`config.mk`:
```
export PLATFORM = sky130hd
export DESIGN_NAME = alu_flags
export DESIGN_NICKNAME = d
export VERILOG_FILES = /design/src/rtl/alu_flags.sv
export SDC_FILE = /design/constraint.sdc
export NUM_CORES = 1
export LEC_CHECK = 0
export BUFFER_PORTS_ARGS = -buffer_cell sky130_fd_sc_hd__buf_2
export CAP_MARGIN = 10
export CORE_MARGIN = 2
export CORE_UTILIZATION = 43
export DETAILED_ROUTE_END_ITERATION = 10
export PLACE_DENSITY = 0.8
export SETUP_SLACK_MARGIN = 0.2
export SKIP_LAST_GASP = 1
export SYNTH_ARGS = -nofsm -noshare
export SYNTH_HDL_FRONTEND = slang
export SYNTH_SLANG_ARGS = --single-unit
```
`constraint.sdc`:
```
create_clock -name clk -period 2.1 [get_ports clk]
set_input_delay 0.21 -clock clk [delete_from_list [all_inputs] [get_ports clk]]
set_output_delay 0.21 -clock clk [all_outputs]
set_load 0.02 [all_outputs]
```
`src/rtl/alu_flags.sv`:
```
// alu_flags: arithmetic stage of the 8-bit CPU.
// Holds the A/B registers, the add/subtract unit and the carry/zero flags,
// drives A or the ALU result onto the shared bus, and flags bus contention.
module alu_flags #(
   parameter int WIDTH = 8
) (
   input  logic             clk,
   input  logic             clr_n,
   input  logic [WIDTH-1:0] bus_in,
   input  logic             ai_bar,
   input  logic             bi_bar,
   input  logic             ao_bar,
   input  logic             eo_bar,
   input  logic             su,
   input  logic             fi_bar,
   output logic [WIDTH-1:0] bus_out,
   output logic             bus_oe,
   output logic             cf,
   output logic             zf,
   output logic             bus_conflict,
   output logic [WIDTH-1:0] a_val,
   output logic [WIDTH-1:0] b_val
);

   logic [WIDTH-1:0] a_reg;
   logic [WIDTH-1:0] b_reg;
   logic             cf_reg;
   logic             zf_reg;
   logic [1:0]       conflict_cnt;

   logic [WIDTH:0]   alu_sum;
   logic [WIDTH-1:0] alu_r;
   logic             alu_c;
   logic             alu_z;
   logic             conflict_now;
   logic             conflict_sticky;

   // Add/subtract: subtract is A + ~B + 1, so carry out means "no borrow".
   always_comb begin
      alu_sum = {1'b0, a_reg}
              + {1'b0, (su ? ~b_reg : b_reg)}
              + {{WIDTH{1'b0}}, su};
      alu_r   = alu_sum[WIDTH-1:0];
      alu_c   = alu_sum[WIDTH];
      alu_z   = (alu_r == '0);
   end

   // A and B operand registers, loaded from the shared bus.
   always_ff @(posedge clk or negedge clr_n) begin
      if (!clr_n) begin
         a_reg <= '0;
         b_reg <= '0;
      end else begin
         if (!ai_bar) a_reg <= bus_in;
         if (!bi_bar) b_reg <= bus_in;
      end
   end

   // Flags capture the ALU state seen before the edge (old A even when A loads too).
   always_ff @(posedge clk or negedge clr_n) begin
      if (!clr_n) begin
         cf_reg <= 1'b0;
         zf_reg <= 1'b0;
      end else if (!fi_bar) begin
         cf_reg <= alu_c;
         zf_reg <= alu_z;
      end
   end

   assign conflict_now    = ~ao_bar & ~eo_bar;
   assign conflict_sticky = (conflict_cnt != 2'd0);

   // Saturating count of contention cycles; any non-zero count latches bus_conflict.
   always_ff @(posedge clk or negedge clr_n) begin
      if (!clr_n) begin
         conflict_cnt <= 2'd0;
      end else if (conflict_now && (conflict_cnt != 2'd3)) begin
         conflict_cnt <= conflict_cnt + 2'd1;
      end
   end

   // Bus driver: A has priority over the ALU result; silent while in reset.
   always_comb begin
      bus_out = '0;
      bus_oe  = 1'b0;
      if (clr_n) begin
         if (!ao_bar) begin
            bus_out = a_reg;
            bus_oe  = 1'b1;
         end else if (!eo_bar) begin
            bus_out = alu_r;
            bus_oe  = 1'b1;
         end
      end
   end

   assign bus_conflict = conflict_now | conflict_sticky;
   assign cf           = cf_reg;
   assign zf           = zf_reg;
   assign a_val        = a_reg;
   assign b_val        = b_reg;

endmodule

```
* Word-level counts from Yosys, hierarchy flattened *
Index checks and enable logic that the tools add are counted.

word-level totals
  bits in registers = 20
  output and inout port bits = 28
  logic and storage cells = 24

cells by class
  add/sub/neg operators = 3
  equal/unequal tests = 1
  muxes and demuxes = 7
  bitwise operators = 5
  reduce and logical (&&, ||, !) cells = 3

operators with widths
  cell                   number
  $mux W8                4
  $add A8 B8 Y9          1
  $add A9 B1 Y9          1
  $logic_not A8 Y1       1
  $not A8 Y8             1
  $mux W1                3
  $add A2 B1 Y2 const B  1
  $ne A2 B2 Y1 const B   1
  $not A1 Y1             2
  $reduce_bool A2 Y1     1
  $and A1 B1 Y1          1
  $logic_and A1 B1 Y1    1
  $or A1 B1 Y1           1

* Longest topological paths before layout *
  depth in word-level cells = 7
  gate-level depth with buffers = 9
  depth with buffers taken out = 8

* Worst setup path after synthesis *
Ideal clock, no wire load.

  kind = register -> output
  start = register b_reg[0], in the netlist b_val[0]
  end = output port bus_out[6]
  arrival time = 2.463 ns
  slack = -0.573 ns
  cell stages (with the launch flop) = 9
  cells stage by stage = dfrtp_1 -> mux2i_2 -> inv_1 -> fa_1 -> nand3_1 -> a21boi_1 -> o311a_1 -> or3_1 -> a21oi_1

between the ends
  word-level cells in the longest chain between the ends = 7

RTL lines
  what                    line  RTL
  from (decl)             26    logic [WIDTH-1:0] b_reg;
  from (signal assigned)  55    if (!bi_bar) b_reg <= bus_in;
  $not A8 Y8              41    + {1'b0, (su ? ~b_reg : b_reg)}
  $mux W8 (*)             41
  $add A8 B8 Y9 (*)       41
  $add A9 B1 Y9 (*)       42    + {{WIDTH{1'b0}}, su};
  $mux W8 (*)             90    end else if (!eo_bar) begin
  $mux W8 (*)             87    if (!ao_bar) begin
  $mux W8 (*)             86    if (clr_n) begin
  to (decl)               16    output logic [WIDTH-1:0] bus_out,

Mark *: on every way between the ends. The rest lies on a longest branch, timed or not.

* Final worst setup path *
Ends and elaborated chain as after synthesis.

==> results.md <==
Global route:
- Entering global routing, the biggest net connects 21 pins.
- Summed over all layers, the global routing overflow is 0.
- The initial antenna violation count is 0.
- The via count of the first global-routing pass is 1363.
- Across every metal layer, demand over resource in global routing totals 22.08%.
- The first global-routing pass estimated 6058 µm of wire.

Floorplan:
- The die height is 60.35 µm.
- The die extent in x is 60.35 µm.
- Once the floorplan was initialized, standard cells occupied 45.08% of the core.
- For this design the top-level I/O count stands at 44.
- The floorplan has 20 rows.
- The die covers 3642 µm².
- In this run the standard cell core region covers 3028 µm².

Clock tree:
- Clock tree synthesis inserted a total of 3 buffers.
- The CTS sink count is 20.
- TritonCTS built the clock tree.
- The depth of the CTS H-tree is 1.
- Clock latency on the worst-skew pair, taken at its later pin, is 290 ps.
- The maximum number of buffers from clock root to sink is 2.
- After clock tree synthesis, the clock-pin slew on the worst setup and hold paths is 120 ps.
- The clock tree root buffer cell is sky130_fd_sc_hd__clkbuf_4.

Timing:
- Setup repair after global routing could not meet its margin everywhere.
- Measured against its own limit, the worst slew margin works out to 64.41%.
- The measured slew at the worst slew-check pin is 532.6 ps.
- The final worst-path setup slack is -645.1 ps.
- The final critical path takes up 130.7% of the cycle.
- Subtracting the final worst setup slack from the clock period gives 2745 ps.
- The count of final max-slew check failures was 0.
- The final setup violation count is 8.
- The final number of hold-violating endpoints is 0.
- The upper clock frequency limit is 364.3 MHz.
- Final hold analysis gives a worst-case slack of 154.4 ps.
- Setup total negative slack on the finished layout was measured at -3300 ps.
- Clock skew on the completed layout was measured at 9.844 ps.

Critical path:
- The worst register-to-register path has a depth of 11.
- The minimum setup slack among reg-to-reg paths is -340 ps.
- Along the worst path, the maximum fanout reaches 2.
- STA classifies the critical path endpoint as an output pin.
- The worst setup path is launched from a flop.
- The worst flop-to-flop path startpoint is b_val[3].
- The kind of critical path is flop to output pin.
- For the worst setup path, the data required time is 1890 ps.
- The critical path data arrival time is 2540 ps.
- The endpoint of the lowest-slack register-to-register path is zf.

Layout:
- The share of cells above drive strength 1 is 66.67%.
- The area growth from synthesis to layout is 64.89%.
- The final design area excluding fillers is 2251 µm².
- The most common library cell in the layout ignoring fill and taps is sky130_fd_sc_hd__buf_4.
- The number of antenna diodes is 0.
- The share of the core filled with cells is 74.34%.
- The number of nets in the layout is 246.
- The count of fill cells added during filler insertion is 186.
- Leaving out fill and tap cells, the most frequent cells in the layout are 42 x sky130_fd_sc_hd__buf_4, 36 x sky130_fd_sc_hd__buf_2, 16 x sky130_fd_sc_hd__mux2_2.

Synthesis:
- The instance count of the mapped netlist is 130.
- Ranked by total cell area, the synthesized netlist is headed by sky130_fd_sc_hd__dfrtp_1 37%, sky130_fd_sc_hd__mux2_2 13%, sky130_fd_sc_hd__ha_1 8.2%.
- Synthesis instantiated 41 different standard cells from the library.
- The register bit total from synthesis is 20.
- The average instance in the mapped netlist occupies 10.50 µm².
- The largest total area in the synthesized netlist belongs to sky130_fd_sc_hd__dfrtp_1.
- The number of enable-type register cells in the synthesized netlist is 0.
- The number of nets in the synthesized netlist is 156.
- Of all flip-flops after synthesis, the portion carrying an async set or reset was 100.0%.
- The sequential-to-total area share from yosys stat is 36.66%.
- Among all flip-flop cells after synthesis, the most frequent one is sky130_fd_sc_hd__dfrtp_1.
- Yosys printed 0 warnings.
- In this run the cell area of the synthesized design comes to 1365 µm².
- The share of Yosys cell area claimed by the top area cell type is 36.66%.

Placement:
- At the end of routability-driven placement, the weighted congestion stood at 0.8506.
- The post-DP HPWL is 3046 µm.
- At the placement stage, the worst setup path has a slack of -340.1 ps.
- After detailed placement, the total cell area comes to 1918 µm².
- Input and output buffers added on the ports amount to 43.

Job:
- The max capacitance violation total is 0.

Detailed routing:
- The detail-routed net length per standard cell is 17.16 µm.
- The ratio of routed vias to standard cells is 5.266.
- The detailed-routing iteration count for the pre-antenna-repair pass is 4.
- The count of vias placed by the detailed router is 1385.
- For this run, design rule violations remaining after detail routing come to 0.
- The total wire length is 4514 µm.
- For this block, the initial DRC count from the detailed router was 59.
- The remaining antenna violation count after routing is 0.

Power and ir drop:
- The leakage power is 1.057 nW.
- Power spread over the standard cell area amounts to 833.2 nW/µm².
- The maximum ir drop on the vdd rail is 524.5 µV.

Worst hold path:
- In this run the most critical hold path is launched from bus_in[5].
- The hold-critical path depth is 2.
- The worst hold path terminates at a_val[5].
- The tightest min-delay check is of the primary input to flop type.

Run status:
- The flow ran to the end, but the final reports show violations.
- The final reports fail on setup timing.
[final cells by class]
type / instances / area (µm²) / share of cell area, %
sequential: 20 / 506.7 / 22.51
timing repair buffer: 89 / 618.1 / 27.46
inverter: 5 / 18.77 / 0.8338
multi-input combinational: 101 / 1026 / 45.58
tap: 44 / 55.05 / 2.446
clock buffer: 4 / 26.28 / 1.167
[where the power goes]
part	switching (W)	internal (W)	leakage (nW)
Combinational	0.000598	0.000599	0.810
Clock	0.000116	0.0000738	0.0150
Sequential	0.0000467	0.000442	0.231
Total	0.000761	0.00111	1.06
[per-stage QoR]
stage,instances,total power (W)
finish,263,0.001875
global route,263,0.001970
CTS,255,0.001669
detailed placement,244,0.001346
global placement,244,0.001291
floorplan,130,0.001021
[what timing repair did]
item,4_1_cts,5_1_grt
resized for setup,23,16
hold buffers,1,0
endpoints found under the setup margin,9,9
setup buffers,6,8
pin swaps,11,10
cloned,0,0
endpoints found under the hold margin,20,0
[how the worst max path moves through the flow]
stage,depth (start not counted),slack [ps],start,end
after floorplan,8,-300,b_val[0],bus_out[6]
after global placement,9,-290,su,bus_out[6]
after detailed placement,9,-340,su,bus_out[6]
after CTS,9,-610,b_val[0],bus_out[6]
after global routing,8,-740,b_val[3],bus_out[6]
final,9,-650,b_val[0],bus_out[6]
[synth_stat cells, types with 3 or more instances]
cell type                  instances
sky130_fd_sc_hd__a21oi_1           5
sky130_fd_sc_hd__clkbuf_1          3
sky130_fd_sc_hd__dfrtp_1          20
sky130_fd_sc_hd__ha_1              9
sky130_fd_sc_hd__inv_1             5
sky130_fd_sc_hd__mux2_2           16
sky130_fd_sc_hd__mux2i_1           4
sky130_fd_sc_hd__nand2_1           9
sky130_fd_sc_hd__nor2_1            9
sky130_fd_sc_hd__o21ai_0           4
sky130_fd_sc_hd__xnor2_1           3
sky130_fd_sc_hd__xor2_1           11
[cells by family after synthesis]
group / share of synthesized area [%]
compound gates: 12.19
xor+xnor: 8.983
fa+ha+maj: 9.716
buf+inv: 3.025
flops: 36.66
mux: 17.14
simple gates: 12.28
[worst max-delay path, stage by stage, from the launching register on]
cell                       delay [ps]
sky130_fd_sc_hd__dfrtp_2          410
sky130_fd_sc_hd__mux2i_4          250
sky130_fd_sc_hd__inv_2             60
sky130_fd_sc_hd__fa_2             370
sky130_fd_sc_hd__nand3_2           90
sky130_fd_sc_hd__a21boi_2          70
sky130_fd_sc_hd__o311a_1          310
sky130_fd_sc_hd__or3_4            380
sky130_fd_sc_hd__a21oi_4          160
sky130_fd_sc_hd__buf_6            140
[metal layers]
layer / vias to the layer above / part of all wire, % / global-route usage [%]
li1: 638 / - / -
met1: 679 / 40 / 27.88
met2: 56 / 53 / 38.51
met3: 12 / 3.9 / 1.706
met4: 0 / 2.6 / 10.16
met5: - / 0 / 0
(Power assumes the default switching activity.)
